$ cat src/rtl/uart_comm_pkg.sv
// Shared types and constants for the UART command front end.
// FSM states are plain logic encodings so older tools and wave viewers see stable values.
package uart_comm_pkg;

    typedef logic [1:0] rx_state_t;
    localparam rx_state_t RX_IDLE  = 2'd0;
    localparam rx_state_t RX_START = 2'd1;
    localparam rx_state_t RX_DATA  = 2'd2;
    localparam rx_state_t RX_STOP  = 2'd3;

    typedef logic tx_state_t;
    localparam tx_state_t TX_IDLE  = 1'b0;
    localparam tx_state_t TX_SHIFT = 1'b1;

    // start + 8 data + stop
    localparam int unsigned FRAME_BITS = 10;

endpackage

$ cat src/rtl/uart_comm_if.sv
// Command/response handshake between uart_comm (slave) and the command decoder (master).
interface uart_comm_if;

    logic [23:0] cmd;
    logic        cmd_rdy;
    logic        clr_cmd_rdy;
    logic [7:0]  resp_data;
    logic        send_resp;
    logic        resp_sent;

    modport master (
        input  cmd, cmd_rdy, resp_sent,
        output clr_cmd_rdy, resp_data, send_resp
    );

    modport slave (
        output cmd, cmd_rdy, resp_sent,
        input  clr_cmd_rdy, resp_data, send_resp
    );

endinterface

$ cat src/rtl/uart_tx.sv
// 8N1 transmitter: sends one response byte per send_resp, pulses resp_sent after the stop bit.
module uart_tx
    import uart_comm_pkg::*;
#(
    parameter int unsigned BAUD_DIV = 2604
) (
    input  logic       clk,
    input  logic       rst_n,
    input  logic       send_resp,
    input  logic [7:0] resp_data,
    output logic       TX,
    output logic       resp_sent
);

    localparam int unsigned CW = $clog2(BAUD_DIV);

    tx_state_t             state_q, state_d;
    logic [FRAME_BITS-1:0] shift_q, shift_d;
    logic [CW-1:0]         baud_q, baud_d;
    logic [3:0]            bitn_q, bitn_d;
    logic                  sent_q, sent_d;

    always_comb begin
        state_d = state_q;
        shift_d = shift_q;
        baud_d  = baud_q;
        bitn_d  = bitn_q;
        sent_d  = 1'b0;
        case (state_q)
            TX_IDLE: begin
                if (send_resp) begin
                    shift_d = {1'b1, resp_data, 1'b0};
                    baud_d  = '0;
                    bitn_d  = '0;
                    state_d = TX_SHIFT;
                end
            end
            TX_SHIFT: begin
                if (baud_q == CW'(BAUD_DIV - 1)) begin
                    baud_d  = '0;
                    shift_d = {1'b1, shift_q[FRAME_BITS-1:1]};
                    if (bitn_q == 4'(FRAME_BITS - 1)) begin
                        state_d = TX_IDLE;
                        sent_d  = 1'b1;
                    end else begin
                        bitn_d = bitn_q + 4'd1;
                    end
                end else begin
                    baud_d = baud_q + 1'b1;
                end
            end
            default: state_d = TX_IDLE;
        endcase
    end

    always_ff @(posedge clk or negedge rst_n) begin
        if (!rst_n) begin
            state_q <= TX_IDLE;
            shift_q <= '0;
            baud_q  <= '0;
            bitn_q  <= '0;
            sent_q  <= 1'b0;
        end else begin
            state_q <= state_d;
            shift_q <= shift_d;
            baud_q  <= baud_d;
            bitn_q  <= bitn_d;
            sent_q  <= sent_d;
        end
    end

    assign TX        = (state_q == TX_SHIFT) ? shift_q[0] : 1'b1;
    assign resp_sent = sent_q;

endmodule

$ cat src/rtl/uart_comm.sv
// UART command front end: assembles 3-byte host commands into cmd and hands responses
// to uart_tx. Receiver and transmitter run independently.
module uart_comm
    import uart_comm_pkg::*;
#(
    parameter int unsigned BAUD_DIV = 2604,
    parameter int unsigned FRAME_TO = 16
) (
    input  logic       clk,
    input  logic       rst_n,
    input  logic       RX,
    output logic       TX,
    uart_comm_if.slave bus
);

    localparam int unsigned CW      = $clog2(BAUD_DIV);
    localparam int unsigned TO_CLKS = FRAME_TO * BAUD_DIV;
    localparam int unsigned IW      = $clog2(TO_CLKS + 1);

    logic          rx_meta_q, rx_sync_q, rx_prev_q;
    rx_state_t     state_q, state_d;
    logic [CW-1:0] cnt_q, cnt_d;
    logic [2:0]    bitn_q, bitn_d;
    logic [7:0]    shift_q, shift_d;
    logic [1:0]    idx_q, idx_d;
    logic [23:0]   cmd_q, cmd_d;
    logic          rdy_q, rdy_d;
    logic [IW-1:0] idle_q, idle_d;
    logic          rx_fall;
    logic          mid_bit;

    // Synchronizer presets to idle-high so reset never looks like a start bit.
    always_ff @(posedge clk or negedge rst_n) begin
        if (!rst_n) begin
            rx_meta_q <= 1'b1;
            rx_sync_q <= 1'b1;
            rx_prev_q <= 1'b1;
        end else begin
            rx_meta_q <= RX;
            rx_sync_q <= rx_meta_q;
            rx_prev_q <= rx_sync_q;
        end
    end

    assign rx_fall = rx_prev_q & ~rx_sync_q;
    assign mid_bit = (cnt_q == '0);

    always_comb begin
        state_d = state_q;
        cnt_d   = cnt_q;
        bitn_d  = bitn_q;
        shift_d = shift_q;
        idx_d   = idx_q;
        cmd_d   = cmd_q;
        rdy_d   = rdy_q;
        idle_d  = '0;
        if (bus.clr_cmd_rdy) begin
            rdy_d = 1'b0;
        end
        case (state_q)
            RX_IDLE: begin
                // Abandon a partial command once the host has been quiet too long.
                if (idx_q != 2'd0) begin
                    if (idle_q == IW'(TO_CLKS)) begin
                        idx_d = 2'd0;
                    end else begin
                        idle_d = idle_q + 1'b1;
                    end
                end
                if (rx_fall) begin
                    state_d = RX_START;
                    cnt_d   = CW'(BAUD_DIV / 2);
                end
            end
            RX_START: begin
                if (mid_bit) begin
                    if (rx_sync_q) begin
                        state_d = RX_IDLE;
                    end else begin
                        state_d = RX_DATA;
                        cnt_d   = CW'(BAUD_DIV - 1);
                        bitn_d  = '0;
                    end
                end else begin
                    cnt_d = cnt_q - 1'b1;
                end
            end
            RX_DATA: begin
                if (mid_bit) begin
                    shift_d = {rx_sync_q, shift_q[7:1]};
                    cnt_d   = CW'(BAUD_DIV - 1);
                    if (bitn_q == 3'd7) begin
                        state_d = RX_STOP;
                    end else begin
                        bitn_d = bitn_q + 3'd1;
                    end
                end else begin
                    cnt_d = cnt_q - 1'b1;
                end
            end
            RX_STOP: begin
                if (mid_bit) begin
                    state_d = RX_IDLE;
                    if (!rx_sync_q) begin
                        idx_d = 2'd0;
                    end else if (!rdy_q) begin
                        // An unconsumed command blocks further bytes entirely.
                        case (idx_q)
                            2'd0: begin
                                cmd_d[23:16] = shift_q;
                                idx_d        = 2'd1;
                            end
                            2'd1: begin
                                cmd_d[15:8] = shift_q;
                                idx_d       = 2'd2;
                            end
                            2'd2: begin
                                cmd_d[7:0] = shift_q;
                                idx_d      = 2'd0;
                                rdy_d      = 1'b1;
                            end
                            default: idx_d = 2'd0;
                        endcase
                    end
                end else begin
                    cnt_d = cnt_q - 1'b1;
                end
            end
            default: state_d = RX_IDLE;
        endcase
    end

    always_ff @(posedge clk or negedge rst_n) begin
        if (!rst_n) begin
            state_q <= RX_IDLE;
            cnt_q   <= '0;
            bitn_q  <= '0;
            shift_q <= '0;
            idx_q   <= '0;
            cmd_q   <= '0;
            rdy_q   <= 1'b0;
            idle_q  <= '0;
        end else begin
            state_q <= state_d;
            cnt_q   <= cnt_d;
            bitn_q  <= bitn_d;
            shift_q <= shift_d;
            idx_q   <= idx_d;
            cmd_q   <= cmd_d;
            rdy_q   <= rdy_d;
            idle_q  <= idle_d;
        end
    end

    assign bus.cmd     = cmd_q;
    assign bus.cmd_rdy = rdy_q;

    uart_tx #(
        .BAUD_DIV (BAUD_DIV)
    ) u_tx (
        .clk       (clk),
        .rst_n     (rst_n),
        .send_resp (bus.send_resp),
        .resp_data (bus.resp_data),
        .TX        (TX),
        .resp_sent (bus.resp_sent)
    );

endmodule

$ cat src/flat_wrapper.sv
// flat-port wrapper written by rule: the top's interface ports become plain ports
module uart_comm_flat import uart_comm_pkg::*;
#(
    parameter int unsigned BAUD_DIV = 2604,
    parameter int unsigned FRAME_TO = 16
)
  (clk, rst_n, RX, TX, bus_cmd, bus_cmd_rdy, bus_resp_sent, bus_clr_cmd_rdy, bus_resp_data, bus_send_resp);
  uart_comm_if bus_i ();
  input  logic clk;
  input  logic rst_n;
  input  logic RX;
  output logic TX;
  output wire logic [$bits(bus_i.cmd)-1:0] bus_cmd;
  output wire logic [$bits(bus_i.cmd_rdy)-1:0] bus_cmd_rdy;
  output wire logic [$bits(bus_i.resp_sent)-1:0] bus_resp_sent;
  input wire logic [$bits(bus_i.clr_cmd_rdy)-1:0] bus_clr_cmd_rdy;
  input wire logic [$bits(bus_i.resp_data)-1:0] bus_resp_data;
  input wire logic [$bits(bus_i.send_resp)-1:0] bus_send_resp;
  assign bus_cmd = bus_i.cmd;
  assign bus_cmd_rdy = bus_i.cmd_rdy;
  assign bus_resp_sent = bus_i.resp_sent;
  assign bus_i.clr_cmd_rdy = bus_clr_cmd_rdy;
  assign bus_i.resp_data = bus_resp_data;
  assign bus_i.send_resp = bus_send_resp;
  uart_comm #(.BAUD_DIV(BAUD_DIV), .FRAME_TO(FRAME_TO)) u_core (.clk(clk), .rst_n(rst_n), .RX(RX), .TX(TX), .bus(bus_i));
endmodule
$ cat config.mk
export PLATFORM = sky130hd
export DESIGN_NAME = uart_comm_flat
export DESIGN_NICKNAME = d
export VERILOG_FILES = /design/src/rtl/uart_comm_pkg.sv /design/src/rtl/uart_comm_if.sv /design/src/rtl/uart_tx.sv /design/src/rtl/uart_comm.sv /design/src/flat_wrapper.sv
export SDC_FILE = /design/constraint.sdc
export NUM_CORES = 1
export LEC_CHECK = 0
export CAP_MARGIN = 20
export CORE_MARGIN = 1
export CORE_UTILIZATION = 63
export DETAILED_ROUTE_END_ITERATION = 8
export GPL_ROUTABILITY_DRIVEN = 0
export PLACE_DENSITY = 0.85
export SLEW_MARGIN = 15
export SYNTH_ARGS = -nofsm -noshare
export SYNTH_HDL_FRONTEND = slang
export SYNTH_SLANG_ARGS = --single-unit
$ cat constraint.sdc
create_clock -name clk -period 6.6 [get_ports clk]
set_input_delay 0.66 -clock clk [delete_from_list [all_inputs] [get_ports clk]]
set_output_delay 0.66 -clock clk [all_outputs]
set_load 0.005 [all_outputs]
Word level (Yosys, flattened, before mapping)
Cells that the tools add are included.

word-level totals
  register bits after elaboration = 99
  word-level logic and storage cells = 119

cells by class
  $add $sub $neg = 5
  eq/ne operators = 24
  mux-type cells = 52
  bitwise operators = 4
  reductions and logical operators = 16

operator list
  kind                                                    number
  2-to-1 mux 12 bit                                       7
  2-to-1 mux 16 bit                                       3
  case mux 12 bit (4 select lines)                        1
  AND reduction 5 bit                                     6
  case mux 12 bit (2 select lines)                        1
  2-to-1 mux 2 bit                                        11
  2-to-1 mux 10 bit                                       2
  case mux 10 bit (2 select lines)                        1
  adder 16 x 1 -> 16 bit (second input constant)          1
  equality test 16 bit (second input constant)            1
  inequality test 2 x 1 -> 1 bit (second input constant)  8
  2-to-1 mux 1 bit                                        13
  adder 12 x 1 -> 12 bit (second input constant)          1
  equality test 12 bit (second input constant)            1
  zero test 12 bit                                        1
  2-to-1 mux 3 bit                                        4
  2-to-1 mux 4 bit                                        3
  subtractor 12 x 1 -> 12 bit (second input constant)     1
  inequality test 2 bit (second input constant)           5
  case mux 2 bit (2 select lines)                         2
  case mux 2 bit (4 select lines)                         1
  case mux 4 bit (2 select lines)                         1
  equality test 2 bit (second input constant)             3
  inequality test 3 bit (second input constant)           2
  13 further kinds                                        21

Longest topological paths before layout
  depth after elaboration = 6
  mapped depth = 7
  depth with buffers taken out = 6

Hierarchy
A second synthesis with hierarchy kept.

unflattened totals
  cell total of the unflattened synthesis = 479
  area total of the unflattened synthesis = 4,979.8 um^2

by module, submodules not included
  module     times used  cells each  area an instance (um^2)
  uart_comm  1           303         3,382.0
  uart_tx    1           176         1,597.8

Worst setup path before layout
OpenSTA, ideal clock, no wires.

  path kind = register to register
  start point = register u_core.cnt_q[0]
  end point = register u_core.cmd_q[16], in the netlist u_core.bus.cmd[16]
  library setup time = 0.125 ns
  arrival time = 1.937 ns
  data required time = 6.475 ns
  slack = 4.538 ns
  stages on the path, launching flop included = 7
  buffers on the path = 0
  period minus slack after synthesis = 2.062 ns
  path through = dfrtp_1 inv_1 ha_1 nor4b_2 nand4_1 nor3b_4 mux2_2

on the way
  word-level cells in the longest chain between the ends = 2

RTL lines
  element                               RTL line          source
  from (decl)                           uart_comm.sv:22   logic [CW-1:0] cnt_q, cnt_d;
  from (signal assigned)                uart_comm.sv:145  cnt_q <= cnt_d;
  zero test 12 bit                      uart_comm.sv:46   assign mid_bit = (cnt_q == '0);
  AND reduction 5 bit (no source line)  --
  to (signal assigned)                  uart_comm.sv:149  cmd_q <= cmd_d;
  to (decl)                             uart_comm.sv:26   logic [23:0] cmd_q, cmd_d;

No other way between the ends.
A chain may end at the register's enable or synchronous reset.

Worst setup path in the final report
  start point = register u_core.cnt_q[0]
  end point = register u_core.cnt_q[5]

on the way
  word-level cells in the longest chain between the ends = 3
  elaborated cells on any way between the ends = 9
  classes of those cells = add/sub: 1; eq/ne: 2; mux: 4; reduce/logical: 2

RTL lines
  element                                                                  RTL line          source
  subtractor 12 x 1 -> 12 bit or zero test 12 bit (tied branches)          --
  2-to-1 mux 12 bit, or another cell as far along                          uart_comm.sv:102  if (mid_bit) begin
  case mux 12 bit (4 select lines) or AND reduction 3 bit (tied branches)  --

Parallel ways exist; a longest one is shown, timed or not. The select of a mux whose other input is x is not followed.

==> results.md <==
Outcome:
- The flow ran to the end, and the final reports show no timing, DRC or antenna violations.

Logic synthesis:
- In this run, synthesis inferred 0 flip-flops with an integrated enable.
- Counting flops with an async set or reset pin after synthesis yields a share of 1.00.
- After synthesis, the cell types taking the most area are dfrtp_1 49%, mux2_2 8.2%, ha_1 3.3%, mux2i_1 3.0%, nor2_1 2.6%.
- The number of nets in the synthesized netlist is 477.
- The cell area after technology mapping is around 5000 um2.
- The register bit total from synthesis is 99.
- The most used flip-flop cell after synthesis is dfrtp_1.
- Yosys mapped the design onto 61 distinct sky130hd cell types.
- dfrtp_1 takes more of the synthesized area than any other cell.
- The fraction of post-synthesis cell area in the top cell type by area is 0.485.
- The number of warnings printed during yosys synthesis is 0.
- For this run, the register share of the synthesized area comes to 0.501.
- After synthesis, the mean cell area works out to 11.0 um2.
- The synthesized instance count is 451.

Die:
- The initial standard-cell utilization of the core is 0.668.
- The top-level I/O count is 40.
- The floorplan step defined a die boundary enclosing just over 8000 um2.
- The overall die height is 90.6 um.
- The floorplan has 31 rows.
- The horizontal extent of the die is roughly 91 um.
- The core region is 7410 um2.

Cells and area:
- In the final layout, the multi-input gates occupy 2330 um2.
- In the final layout, the share of cells above drive strength 1 is 0.147.
- The number of inserted filler cells in the final layout is 506.
- The area growth from synthesis to final layout is 13.5%.
- The most common cell after layout, fill and taps aside is dfrtp_1.
- The library cells used most frequently in the layout, excluding fill and tap cells, are 96 x dfrtp_1, 38 x clkdlybuf4s50_1, 36 x mux2_2, 34 x nor2_1, 32 x nand2_1.
- After the flow finishes, the layout carries non-filler instances totaling ~590.
- Across the whole layout, storage elements account for 2480 um2.
- The final layout net count is 511.
- The antenna diode count is 0.

Worst setup path:
- For the worst flop-to-flop path, the logic depth is 6.
- The reg-to-reg startpoint is u_core.cnt_q[0]$_DFFE_PN0P_.
- The critical path data arrival time is 2.96 ns.
- The kind of capture point of the worst setup path is a register.
- The startpoint type of the worst setup path is a register.
- The reg2reg setup slack is 3.89 ns.
- The highest net fanout along the worst path is 17.
- The data required time at the worst endpoint is 6.85 ns.
- In this run the critical register-to-register path is captured at u_core.cnt_q[5]$_DFFE_PN0P_.
- The start-to-end type of the worst setup path is register to register.

STA:
- The tightest hold path in the finished design has a slack of 0.155 ns.
- At the pin with the least slew margin, the transition time is between 0.9 and 1 ns.
- The post-route minimum period is 2.71 ns.
- The final hold violation count was 0.
- The setup-violating endpoint count in the final report is 0.
- In this run the tightest slew margin relative to its limit is 0.368.
- On the final layout, the worst clock skew is 0.0145 ns.
- The final count of pins violating max slew was 0.
- The period utilization is 0.410.
- Setup repair after global routing left no endpoint under its margin.
- After routing, the total negative slack on setup checks comes to 0 ns.
- The timing-limited maximum frequency is 370 MHz.

Detailed routing:
- The pre-antenna-repair detailed-routing pass consisted of 5 iterations.
- The number of nets with antenna violations after detailed routing is 0.
- Dividing the detail-routed via count by the number of cells gives 6.29.
- For this run, design rule violations remaining after detail routing come to 0.
- The total length of routed wires is 10.2 mm.
- The detailed-route wire length per cell is between 15 and 20 um.
- The number of DRC markers in iteration 0 is 192.
- The detailed-route via count is 3703.

Hold path:
- The class of the tightest hold or removal check is input port to asynchronous set/reset pin.

Clock tree:
- The number of buffers inserted by post-CTS setup repair is 0.
- The clock net in this run drives a total of between 90 and 100 sinks.
- The CTS tree is done.
- The later pin in the worst-skew pair is clocked with a latency of roughly 0.37 ns.
- In this run the deepest clock path goes through 2 buffers.
- Hold repair after CTS inserted 0 buffers.
- TritonCTS created 9 clock buffers.
- The H-tree level count is 3.
- The post-cts resize count is 0.
- The root buffer cell chosen for the clock tree is clkbuf_8.
- The clock slew at the register clock pins of the worst setup and hold paths is around 0.10 ns.

Global route:
- The initial antenna violation count came to 0.
- The first global-routing pass estimated ~17 mm of wire.
- The total track usage is 0.266.
- The pin count of the biggest net entering global routing is 79.
- The number of global-route vias before repair is 3622.
- The overflow left after global routing is 0.

Placement:
- The half-perimeter wire length of the detailed placement result is 6.93 mm.
- The number of placed instances, taps included, is ~570.
- During placement, the flow inserted port buffers numbering 39.

Pwr:
- The worst IR drop on VDD is 0.000177 V.
- The cell area power density is 326 nW/um2.
- The reported leakage power is 2.48 nW.

Run:
- Across the run, the number of max-cap violations was 0.
==> stage by stage <==
stage               total power [mW]  area, um2   util  worst slack [ns]
global placement                1.36       5370  0.724              3.92
CTS                             1.82       5600  0.755              3.71
global route                    1.94       5620  0.758              3.67
detailed placement              1.38       5370  0.724              3.75
floorplan                       1.25       4950      -              4.54
finish                          1.83       5620  0.758              3.89
==> critical path, stage by stage, from the launching register on <==
cell,delay (ns)
dfrtp_1,0.47
inv_1,0.12
ha_1,0.14
nor4b_2,0.52
nor4b_4,0.76
nor2_1,0.23
a221o_1,0.35
==> cell families after synthesis <==
kind of cell / Yosys count / synth area share
buffers and inverters: 33 / 0.0331
XOR/XNOR: 18 / 0.0319
flip-flops: 99 / 0.501
adder cells (fa/ha/maj): 13 / 0.0329
AO/OA/AOI/OAI: 85 / 0.119
AND/OR/NAND/NOR: 152 / 0.170
multiplexers: 51 / 0.112
==> registers in the layout, indices dropped and copies added, names as in the netlist, named ones only <==
register / flops
u_core.rx_sync_q: 1
u_core.u_tx.resp_sent: 1
u_core.u_tx.state_q: 1
u_core.state_q: 1
u_core.bus.cmd: 24
u_core.u_tx.shift_q: 10
u_core.idx_q: 2
u_core.idle_q: 16
u_core.u_tx.baud_q: 12
u_core.rx_prev_q: 1
u_core.bitn_q: 3
u_core.u_tx.bitn_q: 4
u_core.shift_q: 8
u_core.bus.cmd_rdy: 1
u_core.cnt_q: 12
u_core.rx_meta_q: 1
==> final cells by class <==
class,instances,area share
flip-flops and latches,99,0.442
multi-input cells,319,0.414
repair buffers,40,0.0704
clock buffers,9,0.0220
well taps,99,0.0220
clock inverters,7,0.0189
inverters,16,0.0107
==> synthesized netlist by cell type (4+ instances only) <==
cell / instances
a211oi_1: 6
a21oi_1: 9
a221o_1: 4
a22o_1: 7
a31oi_1: 10
a41oi_1: 5
and3_1: 5
clkbuf_1: 10
dfrtp_1: 96
ha_1: 13
inv_1: 15
mux2_2: 36
mux2i_1: 15
nand2_1: 32
nand2b_1: 4
nand3_1: 16
nand4_1: 11
nor2_1: 34
nor3_1: 16
nor4_1: 8
o21ai_0: 22
o31ai_1: 4
o32a_1: 4
xnor2_1: 12
xor2_1: 6
==> metal layers <==
| layer | track usage | up-vias | part of all wire |
|---|---|---|---|
| li1 | - | 1736 | - |
| met1 | 0.351 | 1803 | 0.42 |
| met2 | 0.439 | 141 | 0.50 |
| met3 | 0.0522 | 23 | 0.051 |
| met4 | 0.0968 | 0 | 0.019 |
| met5 | 0 | - | 0 |
==> power breakdown <==
part	switching, mW	internal (mW)	leakage [nW]
sequential	0.124	0.689	1.31
combinational	0.353	0.237	1.07
clock	0.241	0.189	0.110
==> how the worst max path moves through the flow <==
stage                                startpoint                             end  slack [ns]  cells past startpoint
finish              u_core.cnt_q[0]$_DFFE_PN0P_     u_core.cnt_q[5]$_DFFE_PN0P_        3.89                      6
global route        u_core.cnt_q[0]$_DFFE_PN0P_     u_core.cnt_q[5]$_DFFE_PN0P_        3.67                      6
CTS                 u_core.cnt_q[4]$_DFFE_PN0P_  u_core.bus.cmd[17]$_DFFE_PN0P_        3.71                      4
detailed placement  u_core.cnt_q[4]$_DFFE_PN0P_  u_core.bus.cmd[22]$_DFFE_PN0P_        3.75                      4
global placement    u_core.cnt_q[4]$_DFFE_PN0P_   u_core.bus.cmd[4]$_DFFE_PN0P_        3.92                      4
floorplan           u_core.cnt_q[0]$_DFFE_PN0P_  u_core.bus.cmd[16]$_DFFE_PN0P_        4.54                      6
Power figures use the tool's default switching activity.
